<file path="config.mk">
export PLATFORM = sky130hd
export DESIGN_NAME = regbus_read_ctrl
export DESIGN_NICKNAME = d
export VERILOG_FILES = /design/src/rtl/regbus_defs.sv /design/src/rtl/regbus_decode.sv /design/src/rtl/regbus_read_ctrl.sv
export SDC_FILE = /design/constraint.sdc
export NUM_CORES = 1
export LEC_CHECK = 0
export ABC_AREA = 1
export CORE_MARGIN = 4
export CORE_UTILIZATION = 46
export DETAILED_ROUTE_END_ITERATION = 16
export GPL_TIMING_DRIVEN = 0
export PLACE_DENSITY_LB_ADDON = 0.1
export SLEW_MARGIN = 25
export SYNTH_ARGS = -nofsm -noshare
export SYNTH_HDL_FRONTEND = slang
export SYNTH_SLANG_ARGS = --single-unit
export TNS_END_PERCENT = 10
</file>
<file path="constraint.sdc">
create_clock -name Clock -period 4.2 [get_ports Clock]
set_input_delay 1.26 -clock Clock [delete_from_list [all_inputs] [get_ports Clock]]
set_output_delay 1.26 -clock Clock [all_outputs]
set_load 0.05 [all_outputs]
</file>
<file path="src/rtl/regbus_defs.sv">
`default_nettype none
// ============================================================================
//  Module   : regbus_defs (package)
//  Brief    : Shared state encoding and sizing helpers for the register-bus
//             read/write controller.
//  Revision : 1.0 - initial release
// ============================================================================
package regbus_defs;

    // Controller states; the encoding is shared so all users agree on it.
    typedef enum logic [1:0] {
        IDLE = 2'd0,
        WR   = 2'd1,
        SEL  = 2'd2,
        RSP  = 2'd3
    } state_t;

    // Settle-counter width. The extra bit keeps SettleCycles itself
    // representable, even when it is a power of two.
    function automatic int cnt_width(input int settle);
        return $clog2(settle) + 1;
    endfunction

endpackage
`default_nettype wire

</file>
<file path="src/rtl/regbus_decode.sv">
`default_nettype none
// ============================================================================
//  Module   : regbus_decode
//  Brief    : Address to one-hot decoder with enable. Flags addresses that
//             fall beyond the populated register count.
//  Revision : 1.0 - initial release
// ============================================================================
module regbus_decode #(
    parameter int NrOfRegs = 8,
    parameter int AddrBits = 3
) (
    input  logic [AddrBits-1:0] addr,
    input  logic                en,
    output logic [NrOfRegs-1:0] onehot,
    output logic                out_of_range
);

    // Widened by one bit so that NrOfRegs == 2**AddrBits still fits.
    localparam logic [AddrBits:0] c_nregs = (AddrBits+1)'(NrOfRegs);

    // The range flag is independent of the enable, so it is usable during accept.
    assign out_of_range = {1'b0, addr} >= c_nregs;

    // One comparator per populated register, all gated by the enable.
    for (genvar i = 0; i < NrOfRegs; i++) begin : g_sel
        assign onehot[i] = en && ({1'b0, addr} == (AddrBits+1)'(i));
    end

endmodule
`default_nettype wire

</file>
<file path="src/rtl/regbus_read_ctrl.sv">
`default_nettype none
// ============================================================================
//  Module   : regbus_read_ctrl
//  Brief    : Bus master for a bank of tri-state registers. Serves one
//             read or write request at a time. Writes pulse a one-hot
//             ClockEnable. Reads assert a chip-select, wait out the settle
//             time, then sample the shared bus.
//  Revision : 1.0 - initial release
// ============================================================================
module regbus_read_ctrl
    import regbus_defs::*;
#(
    parameter int NrOfBits     = 32,
    parameter int NrOfRegs     = 8,
    parameter int AddrBits     = 3,
    parameter int SettleCycles = 1
) (
    input  logic                Clock,
    input  logic                Reset_n,
    input  logic                Tick,
    input  logic                req_valid,
    output logic                req_ready,
    input  logic                req_write,
    input  logic [AddrBits-1:0] req_addr,
    input  logic [NrOfBits-1:0] req_wdata,
    output logic                rsp_valid,
    input  logic                rsp_ready,
    output logic [NrOfBits-1:0] rsp_data,
    output logic                rsp_err,
    output logic [NrOfRegs-1:0] cs,
    output logic [NrOfRegs-1:0] we,
    output logic [NrOfBits-1:0] wr_data,
    input  logic [NrOfBits-1:0] bus
);

    localparam int                 c_cnt_w    = cnt_width(SettleCycles);
    localparam logic [c_cnt_w-1:0] c_cnt_init = c_cnt_w'(SettleCycles - 1);

    state_t                r_state;
    state_t                w_state_nxt;
    logic [AddrBits-1:0]   r_addr;
    logic [NrOfBits-1:0]   r_wdata;
    logic [c_cnt_w-1:0]    r_cnt;
    logic [NrOfBits-1:0]   r_rsp_data;
    logic                  r_rsp_err;
    logic [AddrBits-1:0]   w_dec_addr;
    logic                  w_dec_en;
    logic [NrOfRegs-1:0]   w_onehot;
    logic                  w_oor;

    // In IDLE, decode the incoming address so a bad address is rejected at accept.
    // In other states, decode the latched address.
    assign w_dec_addr = (r_state == IDLE) ? req_addr : r_addr;
    assign w_dec_en   = (r_state == WR) || (r_state == SEL);

    regbus_decode #(
        .NrOfRegs (NrOfRegs),
        .AddrBits (AddrBits)
    ) u_decode (
        .addr         (w_dec_addr),
        .en           (w_dec_en),
        .onehot       (w_onehot),
        .out_of_range (w_oor)
    );

    // State register. An asynchronous reset drops cs/we at once, even mid-transfer.
    always_ff @(posedge Clock or negedge Reset_n) begin
        if (!Reset_n) begin
            r_state <= IDLE;
        end else begin
            r_state <= w_state_nxt;
        end
    end

    // Next-state logic and the bus-facing outputs decoded from the state.
    always_comb begin
        w_state_nxt = r_state;
        req_ready   = 1'b0;
        rsp_valid   = 1'b0;
        cs          = '0;
        we          = '0;
        wr_data     = '0;
        case (r_state)
            IDLE: begin
                req_ready = Reset_n;
                if (req_valid) begin
                    if (w_oor)          w_state_nxt = RSP;
                    else if (req_write) w_state_nxt = WR;
                    else                w_state_nxt = SEL;
                end
            end
            WR: begin
                we      = w_onehot;
                wr_data = r_wdata;
                if (Tick) w_state_nxt = RSP;
            end
            SEL: begin
                cs = w_onehot;
                if (Tick && (r_cnt == '0)) w_state_nxt = RSP;
            end
            RSP: begin
                rsp_valid = 1'b1;
                if (rsp_ready) w_state_nxt = IDLE;
            end
            default: w_state_nxt = IDLE;
        endcase
    end

    // Request latch, settle counter and response registers.
    always_ff @(posedge Clock or negedge Reset_n) begin
        if (!Reset_n) begin
            r_addr     <= '0;
            r_wdata    <= '0;
            r_cnt      <= '0;
            r_rsp_data <= '0;
            r_rsp_err  <= 1'b0;
        end else begin
            case (r_state)
                IDLE: begin
                    if (req_valid) begin
                        r_addr  <= req_addr;
                        r_wdata <= req_wdata;
                        r_cnt   <= c_cnt_init;
                        if (w_oor) begin
                            r_rsp_data <= '0;
                            r_rsp_err  <= 1'b1;
                        end
                    end
                end
                WR: begin
                    if (Tick) begin
                        r_rsp_data <= r_wdata;
                        r_rsp_err  <= 1'b0;
                    end
                end
                SEL: begin
                    if (Tick) begin
                        if (r_cnt == '0) begin
                            r_rsp_data <= bus;
                            r_rsp_err  <= 1'b0;
                        end else begin
                            r_cnt <= r_cnt - 1'b1;
                        end
                    end
                end
                default: ;
            endcase
        end
    end

    assign rsp_data = r_rsp_data;
    assign rsp_err  = r_rsp_err;

endmodule
`default_nettype wire

</file>
==> flow_metrics.tcl <==
set metrics [dict create \
    status "finished, final reports clean" \
    synth-seq-cells 69 \
    multi_input_area_um2 1560 \
    critPathRequiredTime_ps 2940 \
    port_buffers 153 \
    final_core_util_pct 71.6 \
    cp-end-kind "primary output" \
    cts_sinks 69 \
    hold_class "register to register" \
    ys_seq_area_share_pct 47.4 \
    vdd_ir_drop_max_mv 0.391 \
    drc 0 \
    syn_inst 475 \
    gp_congestion 0.851 \
    fp.coreArea_um2 7730 \
    skew_ps 11.5 \
    synth_area_leaders "dfrtp_1 47%, nand2_1 17%, or2_2 5.5%" \
    final_common_cell "nand2_1" \
    io_pins 156 \
    critical_path_class "input port to primary output" \
    final-setup-viol-count 0 \
    rows 32 \
    cts_buffers 9 \
    synth_nets 552 \
    max_cap_violations 0 \
    fin_nets 717 \
    grt_pass1_wl_um 18200 \
    fp.dieH_um 97.0 \
    dieWidth_um 97.0 \
    synth_warnings 0 \
    layout_common_cells "166 x nand2_1, 136 x clkdlybuf4s50_1, 69 x dfrtp_1, 44 x inv_1, 37 x o21ai_0" \
    crit_chain "clkdlybuf4s50_1 > nand2_1 > a21oi_2 > nand2_1 > nor2_1 > dlygate4sd2_1" \
    wl_per_cell_um 14.4 \
    fin_area_um2 5530 \
    synth.cell_area_um2 3640 \
    n_antenna_cell 0 \
    worst_pin_slew_ps 550 \
    track_usage_pct 23.7 \
    hold_viol 0 \
    grt_pass1_vias 3720 \
    cts_buffer_depth 2 \
    cp.arrival_ps 2820 \
    post-place-ws_ps -170 \
    yosys.area.top_type_share_pct 47.4 \
    syn2layout_area_growth_pct 51.9 \
    clk_latency_ps 340 \
    crit_slowest_cell "dlygate4sd2_1" \
    powerDensity_nw_per_um2 908 \
    nFillCells 656 \
    crit_top_cell "nand2_1" \
    slew_violations 0 \
    finalCritPeriodShare_pct 97.1 \
    drive_gt1_share_pct 13.2 \
    dp_hpwl_um 7940 \
    initial_core_util_pct 47.1 \
    die_area_um2 9400 \
    critPathLaunchType "input port" \
    antenna_found_initial 0 \
    grt_remaining_overflow 0 \
    wirelength_um 10700 \
    cts_tree "yes" \
    path_max_fanout 4 \
    ant_nets 0 \
    relSlewSlack_pct 63.2 \
    viasPerCell 4.85 \
    regArea_um2 1730 \
    htree_levels 3 \
    via_count 3624 \
    critical-path-max-stage-delay_ps 550 \
    fin_ws_ps 122 \
    cts-root-buf "clkbuf_8" \
    clk_pin_slew_worst_paths_ps 70 \
    synth_cell_type_count 23 \
    drt-initial-drc-count 226 \
    rsz0062_at_grt "no" \
    timing.fmax_ghz 0.245 \
    grt_max_degree 54 \
    synth_largest_area_cell "dfrtp_1" \
    first_pass_iters 5 \
    cts_setup_buffers 0 \
    period_needed_ps 4080 \
    leakagePower_nw 2.85 \
    avgSynthCellArea_um2 7.66 \
    placed_cell_area_um2 5320 \
]
metal layers:
layer | global-route usage (%) | vias up | share of wire (%)
li1 | - | 1803 | -
met1 | 30.1 | 1680 | 42
met2 | 40.4 | 126 | 49
met3 | 5.91 | 15 | 7.5
met4 | 6.37 | 0 | 1.5
met5 | 0 | - | 0
cell usage after synthesis, drive strengths merged:
cell type	number
nand2	168
dfrtp	69
o21ai	67
inv	46
nand3	36
or2	32
buf	18
clkbuf	12
nor2	12
nor3	8
ha	4
a21oi	1
conb	1
o21bai	1
stage by stage:
stage / hold slack, ps / std cells / setup TNS (ps) / total power [mW]
global placement: 461 / 730 / -41420 / 4.38
global route: 507 / 747 / 0 / 5.40
floorplan: 442 / 475 / 0 / 3.46
finish: 482 / 747 / 0 / 5.02
CTS: 485 / 747 / 0 / 5.06
detailed placement: 468 / 731 / -1740 / 4.45
where the power goes:
part / internal (mW) / switching, mW
Clock: 0.352 / 0.260
Sequential: 0.996 / 0.201
Combinational: 1.13 / 2.08
Total: 2.47 / 2.54
registers in the layout (all words and copies together) (netlist names):
signal    count
r_addr        3
rsp_data     32
r_wdata      32
r_state       2
path summary, 6_finish.rpt:
path	startpoint	endpoint	slack, ps	cells after the start
setup / recovery	req_addr[2]	cs[5]	120	6
hold / removal	rsp_data[30]$_DFFE_PN0P_	rsp_data[30]$_DFFE_PN0P_	480	2
setup reg to reg	r_state[0]$_DFFE_PN0P_	rsp_data[4]$_DFFE_PN0P_	2530	6
hold reg to reg	rsp_data[30]$_DFFE_PN0P_	rsp_data[30]$_DFFE_PN0P_	480	2
max in group asynchronous	Reset_n	rsp_data[30]$_DFFE_PN0P_	2870	2
min in group asynchronous	Reset_n	rsp_data[6]$_DFFE_PN0P_	790	1
cells by family after synthesis:
kind of cell             synth area share, %
adder cells (fa/ha/maj)                 1.38
flip-flops                              47.4
AO/OA/AOI/OAI                           10.8
other                                  0.103
AND/OR/NAND/NOR                         30.5
buffers and inverters                   9.76
area by class of cell:
| cell class | count | area share (%) |
|---|---|---|
| clock buffer | 11 | 2.56 |
| multi-input combinational | 330 | 28.2 |
| clock inverter | 5 | 1.52 |
| sequential | 69 | 31.2 |
| buffer | 30 | 3.30 |
| timing repair buffer | 154 | 27.8 |
| tap | 102 | 2.31 |
| inverter | 46 | 3.12 |
critical path: cells and delay by family:
family / cells / cell delay [ps]
compound gates: 1 / 210
buf+inv: 2 / 1030
simple gates: 3 / 310
repair_timing:
item                       4_1_cts  5_1_grt
hold buffers                     0        0
setup endpoints to repair       16        0
gates resized for setup         16        0
(Power assumes the default switching activity.)
